File: config.mk
export PLATFORM = sky130hd
export DESIGN_NAME = ascon_io_sequencer
export DESIGN_NICKNAME = d
export VERILOG_FILES = /design/src/rtl/ascon_io_sequencer.sv
export SDC_FILE = /design/constraint.sdc
export NUM_CORES = 1
export LEC_CHECK = 0
export BUFFER_PORTS_ARGS = -buffer_cell sky130_fd_sc_hd__buf_2
export CAP_MARGIN = 25
export CORE_AREA = 2 2 319 321
export CTS_CLUSTER_SIZE = 10
export DETAILED_ROUTE_END_ITERATION = 10
export DIE_AREA = 0 0 321 323
export HOLD_SLACK_MARGIN = 0.15
export SLEW_MARGIN = 20
export SYNTH_ARGS = -nofsm -noshare
export SYNTH_HDL_FRONTEND = slang
export SYNTH_SLANG_ARGS = --single-unit
File: constraint.sdc
create_clock -name clk -period 2.45 [get_ports clk]
set_input_delay 0.1225 -clock clk [delete_from_list [all_inputs] [get_ports clk]]
set_output_delay 0.1225 -clock clk [all_outputs]
set_load 0.005 [all_outputs]
File: src/rtl/ascon_io_sequencer.sv
// ascon_io_sequencer: byte-serial load/unload sequencer around a masked Ascon
// core. Operands are latched on start, streamed MSB-first one byte per cycle
// with fresh share randomness, the core is kicked and awaited, and the serial
// ciphertext/tag bytes are collected back into parallel registers.
// Optional WAIT watchdog: define ASCON_SEQ_TIMEOUT_EN.
module ascon_io_sequencer #(
  parameter int K = 128,
  parameter int L = 40,
  parameter int Y = 40
) (
  input  logic         clk,
  input  logic         rst,
  input  logic         startxSI,
  input  logic [K-1:0] keyxSI,
  input  logic [127:0] noncexSI,
  input  logic [L-1:0] adxSI,
  input  logic [Y-1:0] ptxSI,
  input  logic [135:0] rndxSI,
  output logic         busyxSO,
  output logic         donexSO,
  output logic         errorxSO,
  output logic [Y-1:0] ctxSO,
  output logic [127:0] tagxSO,
  output logic [23:0]  core_keyxSO,
  output logic [23:0]  core_noncexSO,
  output logic [23:0]  core_adxSO,
  output logic [23:0]  core_ptxSO,
  output logic [55:0]  core_r64xSO,
  output logic [7:0]   core_r128xSO,
  output logic [7:0]   core_rptxSO,
  output logic         core_startxSO,
  input  logic [7:0]   core_ctxSI,
  input  logic [7:0]   core_tagxSI,
  input  logic         core_readyxSI
);
  localparam int MAXW = ((K >= L) && (K >= Y)) ? K : ((L >= Y) ? L : Y);
  localparam int NB   = MAXW / 8;
  localparam int CW   = (NB > 2) ? $clog2(NB) : 1;
  // nonce/tag bytes beyond the transfer length are never reached by the counter
  localparam int TB   = (NB < 16) ? NB : 16;
  localparam logic [CW-1:0] LAST_BYTE = CW'(NB - 1);
  localparam logic [CW-1:0] LAST_PAIR = CW'(1);
  localparam logic [CW-1:0] CNT_ONE   = CW'(1);

  typedef enum logic [2:0] {
    IDLE   = 3'd0,
    LOAD   = 3'd1,
    START  = 3'd2,
    WAIT   = 3'd3,
    SETTLE = 3'd4,
    UNLOAD = 3'd5,
    DONE   = 3'd6
  } state_t;

  state_t          state_r, nextState_s;
  logic [CW-1:0]   cnt_r;
  logic [K-1:0]    key_r;
  logic [127:0]    nonce_r;
  logic [L-1:0]    ad_r;
  logic [Y-1:0]    pt_r;
  logic [Y-1:0]    ct_r;
  logic [127:0]    tag_r;
  logic            busy_r, done_r, coreStart_r;
  logic            accept_s, timeout_s;
  logic [7:0]      keyByte_s, nonceByte_s, adByte_s, ptByte_s;

  assign accept_s = (state_r == IDLE) && startxSI;

  // Next-state decode; phase lengths are timed by the shared byte counter
  always_comb begin
    nextState_s = state_r;
    case (state_r)
      IDLE:    if (startxSI) nextState_s = LOAD; else nextState_s = IDLE;
      LOAD:    if (cnt_r == LAST_BYTE) nextState_s = START; else nextState_s = LOAD;
      START:   if (cnt_r == LAST_PAIR) nextState_s = WAIT; else nextState_s = START;
      WAIT: begin
        if (core_readyxSI)  nextState_s = SETTLE;
        else if (timeout_s) nextState_s = DONE;
        else                nextState_s = WAIT;
      end
      SETTLE:  if (cnt_r == LAST_PAIR) nextState_s = UNLOAD; else nextState_s = SETTLE;
      UNLOAD:  if (cnt_r == LAST_BYTE) nextState_s = DONE; else nextState_s = UNLOAD;
      DONE:    nextState_s = IDLE;
      default: nextState_s = IDLE;
    endcase
  end

  // State, counter, operand latches, result collection and registered flags
  always_ff @(posedge clk) begin
    if (rst) begin
      state_r     <= IDLE;
      cnt_r       <= '0;
      key_r       <= '0;
      nonce_r     <= 128'h0;
      ad_r        <= '0;
      pt_r        <= '0;
      ct_r        <= '0;
      tag_r       <= 128'h0;
      busy_r      <= 1'b0;
      done_r      <= 1'b0;
      coreStart_r <= 1'b0;
    end else begin
      state_r     <= nextState_s;
      // counter restarts at every phase change
      if (nextState_s != state_r) cnt_r <= '0;
      else                        cnt_r <= cnt_r + CNT_ONE;
      busy_r      <= (nextState_s != IDLE) && (nextState_s != DONE);
      done_r      <= (nextState_s == DONE);
      coreStart_r <= (nextState_s == START);
      if (accept_s) begin
        key_r   <= keyxSI;
        nonce_r <= noncexSI;
        ad_r    <= adxSI;
        pt_r    <= ptxSI;
        ct_r    <= '0;
        tag_r   <= 128'h0;
      end else if (state_r == UNLOAD) begin
        // bytes past the ct/tag width are simply not stored
        for (int b = 0; b < Y/8; b++)
          if (cnt_r == CW'(b)) ct_r[8*b +: 8] <= core_ctxSI;
        for (int b = 0; b < TB; b++)
          if (cnt_r == CW'(b)) tag_r[8*b +: 8] <= core_tagxSI;
      end
    end
  end

  // Select byte cnt_r of each operand, MSB first; past the operand width it reads 0
  always_comb begin
    keyByte_s   = 8'h00;
    nonceByte_s = 8'h00;
    adByte_s    = 8'h00;
    ptByte_s    = 8'h00;
    for (int b = 0; b < K/8; b++)
      keyByte_s = (cnt_r == CW'(b)) ? key_r[K-1-8*b -: 8] : keyByte_s;
    for (int b = 0; b < TB; b++)
      nonceByte_s = (cnt_r == CW'(b)) ? nonce_r[127-8*b -: 8] : nonceByte_s;
    for (int b = 0; b < L/8; b++)
      adByte_s = (cnt_r == CW'(b)) ? ad_r[L-1-8*b -: 8] : adByte_s;
    for (int b = 0; b < Y/8; b++)
      ptByte_s = (cnt_r == CW'(b)) ? pt_r[Y-1-8*b -: 8] : ptByte_s;
  end

  // Core share bus: data byte plus randomness slices during LOAD, quiet otherwise
  always_comb begin
    core_keyxSO   = 24'h000000;
    core_noncexSO = 24'h000000;
    core_adxSO    = 24'h000000;
    core_ptxSO    = 24'h000000;
    core_r64xSO   = 56'h0;
    core_r128xSO  = 8'h00;
    core_rptxSO   = 8'h00;
    if (state_r == LOAD) begin
      core_r128xSO  = rndxSI[135:128];
      core_rptxSO   = rndxSI[127:120];
      core_r64xSO   = rndxSI[119:64];
      core_keyxSO   = {rndxSI[63:48], keyByte_s};
      core_adxSO    = {rndxSI[47:32], adByte_s};
      core_ptxSO    = {rndxSI[31:16], ptByte_s};
      core_noncexSO = {rndxSI[15:0],  nonceByte_s};
    end else begin
      core_r128xSO  = 8'h00;
    end
  end

`ifdef ASCON_SEQ_TIMEOUT_EN
  logic [15:0] wdog_r;
  logic        error_r;

  // 65535th ready-less WAIT cycle is the timeout
  assign timeout_s = (state_r == WAIT) && !core_readyxSI && (wdog_r == 16'hFFFE);

  // Watchdog counts consecutive WAIT cycles; error is sticky until the next accept
  always_ff @(posedge clk) begin
    if (rst) begin
      wdog_r  <= 16'h0000;
      error_r <= 1'b0;
    end else begin
      if ((state_r == WAIT) && (nextState_s == WAIT)) wdog_r <= wdog_r + 16'h0001;
      else                                            wdog_r <= 16'h0000;
      if (accept_s)       error_r <= 1'b0;
      else if (timeout_s) error_r <= 1'b1;
      else                error_r <= error_r;
    end
  end

  assign errorxSO = error_r;
`else
  assign timeout_s = 1'b0;
  assign errorxSO  = 1'b0;
`endif

  assign busyxSO       = busy_r;
  assign donexSO       = done_r;
  assign core_startxSO = coreStart_r;
  assign ctxSO         = ct_r;
  assign tagxSO        = tag_r;

endmodule

; ---- Word-level counts from Yosys, hierarchy flattened
; Cells that the tools add are included.
[word_totals]
ff_bits = 514
in_bits = 492
output_inout_bits = 340
word_cells = 134
[classes]
add_sub_neg = 1
n_eq_ne = 24
n_mux = 56
n_reduce_logical = 23
[op_table]
columns = cell, n
row1 = two-way mux 8 bit, 44
row2 = two-way mux 24 bit, 4
row3 = two-way mux 56 bit, 1
row4 = "equality test 4 bit, second input constant", 8
row5 = AND reduction 2 bit, 16
row6 = case mux 3 bit (6 select lines), 1
row7 = "equality test 4 x 3 -> 1 bit, second input constant", 4
row8 = "equality test 3 x 2 -> 1 bit, second input constant", 3
row9 = "equality test 3 bit, second input constant", 3
row10 = "equality test 4 x 2 -> 1 bit, second input constant", 2
row11 = "adder 4 x 1 -> 4 bit, second input constant", 1
row12 = "equality test 4 x 1 -> 1 bit, second input constant", 1
row13 = zero test 4 bit, 1
row14 = two-way mux 2 bit, 2
row15 = OR reduction 2 bit, 2
row16 = "equality test 3 x 1 -> 1 bit, second input constant", 1
row17 = zero test 3 bit, 1
row18 = two-way mux 1 bit, 3
row19 = two-way mux 3 bit, 1
row20 = inequality test 3 bit, 1
row21 = "inequality test 3 bit, second input constant", 1
row22 = nonzero test 3 bit, 1
row23 = logical AND 1 bit, 2

; ---- Longest topological paths before layout
; Gate-level depths: netlist of the first run.
[logic_depth]
word_depth = 18
depth_mapped = 10
depth_no_buf = 7

; ---- Least setup slack after synthesis of the first run
; No wires, ideal clock.
[synth_timing]
path_kind = register to output
startpoint = register cnt_r[0]
endpoint = output port core_keyxSO[1]
arrival_time_ps = 1850
setup_slack_ps = 478
path_stages_with_launch = 8
cell_sequence = dfxtp_1 -> ha_1 -> buf_6 -> or4_4 -> a21oi_1 -> o311ai_1 -> a21o_1 -> a221oi_2
[synth_between]
elab_chain_len = 18
elab_cells_between_ends = 33
cone_classes = 15 x eq/ne / 17 x mux / 1 x reduce/logical
[synth_lines]
columns = element, line_no
row1 = "start, declared", 56  ; logic [CW-1:0] cnt_r;
row2 = "start signal, assigned", 106  ; else cnt_r <= cnt_r + CNT_ONE;
row3 = zero test 4 bit, 134  ; keyByte_s = (cnt_r == CW'(b)) ? key_r[K-1-8*b -: 8] : keyByte_s;
row4 = two-way mux 8 bit (15 in series), 134
row5 = two-way mux 8 bit (*), 134
row6 = two-way mux 24 bit (*), 152  ; if (state_r == LOAD) begin
row7 = "end, declared", 24  ; output logic [23:0] core_keyxSO,
; Every way passes the cells marked *; elsewhere a longest branch is shown, timed or not.

; ---- Final worst setup path of the first run
[layout_timing]
startpoint = register cnt_r[0]
endpoint = output port core_keyxSO[3]
; The elaborated chain is that of the path after synthesis.

==> results.md, run 1 <==
* Die area at 104,000 µm²
* Simple-gate share of the synthesized area at 25.6%
* Worst-path clk slew at 0.06 ns
* Synthesized instance count at 3,033
* CTS H-tree depth at 3
* Status: finished with violations
* Final ANT Viol Nets at 0
* Router iterations before antenna repair at 5
* Unrepaired setup endpoints after global routing: true
* Final setup TNS at -11.26 ns
* IO Port Bufs at 830
* Lkg Pwr at 15.1 nW
* Post-place instance area at 28,700 µm²
* Pwr per Cell Area at 613 nW/µm²
* Mapped Avg Cell Area at 7.46 µm²
* Post-synth cell types at 68
* Starting DRT DRC Count at 2,118
* Worst VDD drop at 0.470 mV
* Total power at 21.8 mW
* GR Util All Layers at 25.4%
* Max incr delay on CP at 0.36 ns
* Req. time, crit path at 2.33 ns
* Worst setup SP type: flop
* Setup Viol. Count Final at 32
* Crit-path cells: buf_6 -> ha_4 -> buf_4 -> nor2b_1 -> o31ai_1 -> o311ai_2 -> a21o_1 -> a221oi_2 -> buf_4 -> buf_6
* Worst skew pair latency at 0.60 ns
* Clk sink count at 514
* Setup Skew at 0.0223 ns
* Synth Cell Area at 22,600 µm²
* Max-slew headroom at 23.4%
* Total grt overflow at 0
* Internal at 15.8 mW
* Sw Share at 27.4%
* Part of the power in registers at 41.1%
* Number of global-route vias before repair at 25.0k
* DRC at 0
* Max cap viols at 0
* NumNets Final at 4,690
* Routed wire length at 139,000 µm
* Initial antenna violation count at 63
* RePlAce Congestion at 1.03
* Final core occ at 35.3%
* Die height at 323 µm
* Flops & latches, synth at 514
* Fmax at 0.328 GHz
* Asr flop ratio synth at 0%
* Crit Path Category: reg2out
* Ratio of cells with drive above 1 in the final layout at 28.9%
* Std-Cell Rows at 117
* Routed via count at 26.6k
* Hold Violations, Final at 0
* Primary FF master, synth: dfxtp_1
* CTS root buffer: clkbuf_16
* Register area share after synthesis at 45.5%
* Post-Synth XOR/XNOR Area at 0.0387%
* CP arrival at 2.93 ns
* Inserted Clock Buffers at 66
* Core area at 101,000 µm²
* Multiplexer share of the synthesized area at 1.81%
* First-pass GRT wire length at 189,000 µm
* Final min period at 3.05 ns
* Cell area after layout at 35,500 µm²
* Chip width at 321 µm
* Crit-path max FO at 6
* Via density per instance at 4.78
* Dpl ws at -0.222 ns
* Total net switching power at 5.96 mW
* CP endpoint kind: output pin
* Final WS setup at -0.600 ns
* Longest Clk Path Bufs at 3
* Slowest CP cell: dfxtp_4
* Area delta synth->final at 57.1%
* Starting Density at 22.5%
* Clock power share at 42.4%
* CTS tree: done
* Combinational share of power at 16.5%
* Largest family of logic cells by synthesized area: simple AND/OR/NAND/NOR gates
* Part of the cycle the worst path needs at 124%
* Post-DP HPWL at 106,000 µm
* Complex-gate fraction of the synthesized area at 21.3%
* Placed cells at 5,037
* Fin cells at 5,559
* Post-Synth Adder-Cell Area at 0.221%
* Failing checks: setup timing
* Largest net degree at the start of global routing at 190
* # IOs at 832
* Final hold slack at 0.314 ns
* DR WL/cell at 25.0 µm
* Worst-Margin Slew at 1.15 ns
* Max-slew violation count at 0
* Number of synthesized flops with an enable pin at 0
* HP Class: in2reg
* Net Count, Synth at 3,529
* Synth warn at 0
[cell usage after synthesis, types with 16 or more instances]
cell / instances / area share [%]
a21oi_1: 574 / 13
a221o_1: 17 / 0.75
a221oi_1: 21 / 0.81
and3_1: 149 / 4.1
buf_2: 87 / 1.9
clkbuf_1: 157 / 2.6
dfxtp_1: 514 / 45
inv_1: 21 / 0.35
mux2i_1: 41 / 1.8
nand2_1: 987 / 16
nand2b_1: 19 / 0.53
nor2_1: 77 / 1.3
nor2b_1: 23 / 0.64
o211ai_1: 16 / 0.53
o21ai_0: 118 / 2.6
[registers in the layout (all words and copies together) (netlist names)]
signal and flops:
ad_r 40, busyxSO 1, cnt_r 4, core_startxSO 1, ctxSO 40, donexSO 1
key_r 128, nonce_r 128, pt_r 40, state_r 3, tagxSO 128
[logic make-up (layout without fill, tap and decap cells)]
group,after synthesis,count (layout)
other,1,31
XOR/XNOR,1,1
AND/OR/NAND/NOR,1328,1328
buffers and inverters,291,1478
multiplexers,41,41
flip-flops,514,514
adder cells (fa/ha/maj),4,4
AO/OA/AOI/OAI,853,853
[placed cells by master, fill, tap and decap left out, drive strengths merged, types with 5 or more instances in the layout]
| master | n |
|---|---|
| nor3 | 5 |
| or3 | 6 |
| nand3b | 14 |
| nand3 | 10 |
| a221o | 17 |
| nor2 | 90 |
| clkbuf | 87 |
| o31ai | 5 |
| nand2b | 19 |
| o211ai | 16 |
| dlygate4sd3 | 375 |
| nor2b | 24 |
| nand2 | 988 |
| buf | 982 |
| or2 | 7 |
| a31o | 5 |
| o2bb2ai | 10 |
| a221oi | 23 |
| clkinv | 7 |
| o221ai | 9 |
| dfxtp | 514 |
| a21oi | 575 |
| o22ai | 15 |
| a32oi | 8 |
| mux2i | 41 |
| o2111ai | 12 |
| diode | 30 |
| a31oi | 8 |
| a311oi | 9 |
| o21ai | 118 |
| and3 | 149 |
| inv | 22 |
[critical path, delay by kind of cell, from the launching register on]
family / cells / cell delay [ns]
simple gates: 1 / 0.13
buf+inv: 4 / 0.58
flops: 1 / 0.36
compound gates: 4 / 1.06
fa+ha+maj: 1 / 0.18
[worst paths after layout]
check | from | to | slack [ns] | depth (start not counted)
max | cnt_r[0]$_SDFF_PP0_ | core_keyxSO[3] | -0.60 | 10
min | adxSI[18] | ad_r[18]$_SDFFE_PP0P_ | 0.31 | 4
min reg2reg | ctxSO[14]$_SDFFE_PP0P_ | ctxSO[14]$_SDFFE_PP0P_ | 0.45 | 2
max reg2reg | state_r[2]$_SDFF_PP0_ | key_r[39]$_SDFFE_PP0P_ | 0.18 | 6
[routing by layer]
| metal | global-route usage (%) | part of all wire (%) |
|---|---|---|
| met2 | 40.1 | 44 |
| met1 | 35.7 | 46 |
| met4 | 5.39 | 2.2 |
| met5 | 0 | 0.11 |
| met3 | 5.04 | 7.2 |
[final cells by class]
type                       instances  area [µm²]
antenna                           30        75.1
clock buffer                      82        1860
clock inverter                    12         120
fill                           10700       65200
inverter                          21        90.1
multi-input combinational       2228       11700
sequential                       514       10300
tap                             1309        1640
timing repair buffer            1363        9760
[repair_timing]
action	4_1_cts	5_1_grt
gates cloned	1	6
setup endpoints to repair	51	53
endpoints found under the hold margin	506	0
resized for setup	56	123
setup buffers	7	15
pin swaps	15	60
hold buffers	375	0
[power groups by stage]
stage / Combinational, mW / Clock, mW / Sequential [mW]
4_1_cts: 3.37 / 9.45 / 8.95
3_3_place_gp: 2.74 / 0 / 9.13
6_report: 3.59 / 9.24 / 8.96
3_5_place_dp: 2.75 / 0 / 9.13
5_1_grt: 3.86 / 9.75 / 8.99
2_1_floorplan: 1.35 / 0 / 9.00
Note: power is estimated with default switching activity, not from simulation.
==> run 2: changes to the inputs <==
Settings changed: PLACE_DENSITY from default to 0.49.
==> run 2 against run 1 <==
The flow still finishes with violations (setup timing). Die area unchanged. Critical endpoint is now core_keyxSO[0]. Wire length rose by 0.58%. First-iteration DRC count decreased by 4.8%. Largest power group unchanged. Critical path type unchanged. Count of clock-buffer cells in the layout up 6. Clock power grew 3.7%. Sequential power about the same. Power is 1.4% higher. Setup slack improved by 0.14 ns. Via count fell by 0.48%. Sequential share of layout area fell by 0.082 points. Utilization up 0.096 points.
==> results.md, run 2 (synthesis results as in run 1) <==
* Status: finished with violations
* Failing checks: setup timing
* Die height at 323 µm (unchanged)
* Clock power share at 43.4% (+1.0 points)
* Crit-path max FO at 14 (+8)
* Final WS setup at -0.459 ns (+0.140 ns)
* Total net switching power at 6.09 mW (+2.2%)
* Most frequent cells in the layout: nand2_1 (984), buf_2 (819), a21oi_1 (567), dfxtp_1 (509), dlygate4sd3_1 (385)
* Part of the cycle the worst path needs at 119% (-5.7 points)
* Combinational share of power at 16.1% (-0.4 points)
* Commonest non-fill, non-tap cell in the layout: nand2_1
* Setup Skew at 0.0201 ns (-0.00220 ns)
* Area delta synth->final at 57.5%
* Clk sink count at 514 (unchanged)
* Dpl ws at -0.259 ns (-0.0368 ns)
* Total grt overflow at 0 (unchanged)
* Seq. cell area at 10,300 µm² (about the same)
* Worst-Margin Slew at 0.825 ns (-0.324 ns)
* Fmax at 0.344 GHz (+4.8%)
* CTS tree: done
* Longest Clk Path Bufs at 3 (unchanged)
* Router iterations before antenna repair at 5 (unchanged)
* Hold Violations, Final at 0 (unchanged)
* Multi-input gate area in the final layout at 11,600 µm² (-0.66%)
* Post-DP HPWL at 107,000 µm (+1.0%)
* Unrepaired setup endpoints after global routing: true
* Worst skew pair latency at 0.62 ns (+0.02 ns)
* # IOs at 832 (unchanged)
* Final ANT Viol Nets at 0 (unchanged)
* DRC at 0 (unchanged)
* Via density per instance at 4.73 (-0.96%)
* DR WL/cell at 25.1 µm (about the same)
* Die area at 104,000 µm² (unchanged)
* Final min period at 2.91 ns (-0.140 ns)
* Ratio of cells with drive above 1 in the final layout at 28.9% (about the same)
* CTS root buffer: clkbuf_16
* Max cap viols at 0 (unchanged)
* NumNets Final at 4,718 (+0.60%)
* Core area at 101,000 µm² (unchanged)
* Largest net degree at the start of global routing at 161 (-15%)
* Routed wire length at 140,000 µm (+0.58%)
* Crit Path Category: reg2out
* Final setup TNS at -10.68 ns (+0.579 ns)
* Setup Viol. Count Final at 32 (unchanged)
* CP endpoint kind: output pin
* Chip width at 321 µm (unchanged)
* Starting DRT DRC Count at 2,016 (-4.8%)
* Sw Share at 27.6% (+0.21 points)
* Pwr per Cell Area at 620 nW/µm² (+1.1%)
* Number of global-route vias before repair at 25.5k (+1.9%)
* Initial antenna violation count at 51 (-19%)
* GR Util All Layers at 25.8% (+0.42 points)
* Routed via count at 26.4k (-0.48%)
* Starting Density at 22.5% (unchanged)
* Max-slew violation count at 0 (unchanged)
* Lkg Pwr at 15.2 nW (+0.77%)
* Final-layout fill cell count at 11.0k (+2.7%)
* Max-slew headroom at 45.0% (+22 points)
* CP arrival at 2.79 ns (-0.14 ns)
* Req. time, crit path at 2.33 ns (about the same)
* First-pass GRT wire length at 192,000 µm (+1.6%)
* HP Class: in2reg
* Internal at 16.0 mW (+1.1%)
* IO Port Bufs at 830 (unchanged)
* Worst setup SP type: flop
* Worst VDD drop at 0.419 mV (-11%)
* Final core occ at 35.4% (+0.096 points)
* Part of the power in registers at 40.5% (-0.6 points)
* CTS H-tree depth at 3 (unchanged)
* Std-Cell Rows at 117 (unchanged)
* RePlAce Congestion at 1.01 (-2.0%)
* Inserted Clock Buffers at 68 (+3.0%)
* Worst-path clk slew at 0.06 ns (about the same)
==> run 2: layout make-up <==
| type | instances | area share (%) |
|---|---|---|
| clock buffer | 88 | 5.33 |
| tap | 1309 | 4.60 |
| timing repair buffer | 1389 | 27.7 |
| sequential | 514 | 28.9 |
| multi-input combinational | 2228 | 32.6 |
| antenna | 23 | 0.162 |
| inverter | 21 | 0.249 |
| clock inverter | 14 | 0.453 |
==> run 2: per-stage QoR <==
step                instances  power [mW]  cell area (µm²)  hold WS, ns
finish                   5586        22.1            35600        0.288
global route             5574        22.9            35600        0.278
CTS                      5545        22.2            35200        0.235
detailed placement       5042        11.9            28700        0.369
global placement         5042        11.9            28700        0.363
floorplan                3033        10.3            22600        0.258
==> run 2: critical path, stage by stage (launching register included) <==
cell and delay [ns]:
dfxtp_4 0.37, buf_4 0.15, ha_4 0.20, buf_12 0.15, a221o_1 0.31, a311oi_1 0.31, a221oi_2 0.13, o22ai_4 0.29
buf_6 0.17, buf_6 0.09
==> run 2: metal layers <==
metal	share of wire (%)	track usage [%]
met5	0.12	0
met4	2.3	6.01
met2	45	40.7
met1	46	36.1
met3	6.6	5.18
==> run 2: path summary, 6_finish.rpt <==
path | startpoint | endpoint | slack (ns) | cells past startpoint
max | cnt_r[0]$_SDFF_PP0_ | core_keyxSO[0] | -0.46 | 9
min | ptxSI[13] | pt_r[13]$_SDFFE_PP0P_ | 0.29 | 4
max reg2reg | state_r[1]$_SDFF_PP0_ | key_r[70]$_SDFFE_PP0P_ | 0.19 | 6
min reg2reg | tagxSO[6]$_SDFFE_PP0P_ | tagxSO[6]$_SDFFE_PP0P_ | 0.45 | 2
==> run 2: what timing repair did <==
action	CTS	global route
gates resized for setup	89	62
setup buffers	14	17
hold buffers	385	0
pin swaps	23	32
endpoints found under the hold margin	483	0
cloned	2	2
endpoints found under the setup margin	32	70
==> run 2: power by group through the flow <==
stage,clock [mW],combinational [mW],sequential (mW)
4_1_cts,9.82,3.47,8.95
6_report,9.58,3.56,8.95
3_3_place_gp,0,2.80,9.13
5_1_grt,10.1,3.83,8.98
2_1_floorplan,0,1.35,9.00
3_5_place_dp,0,2.81,9.13
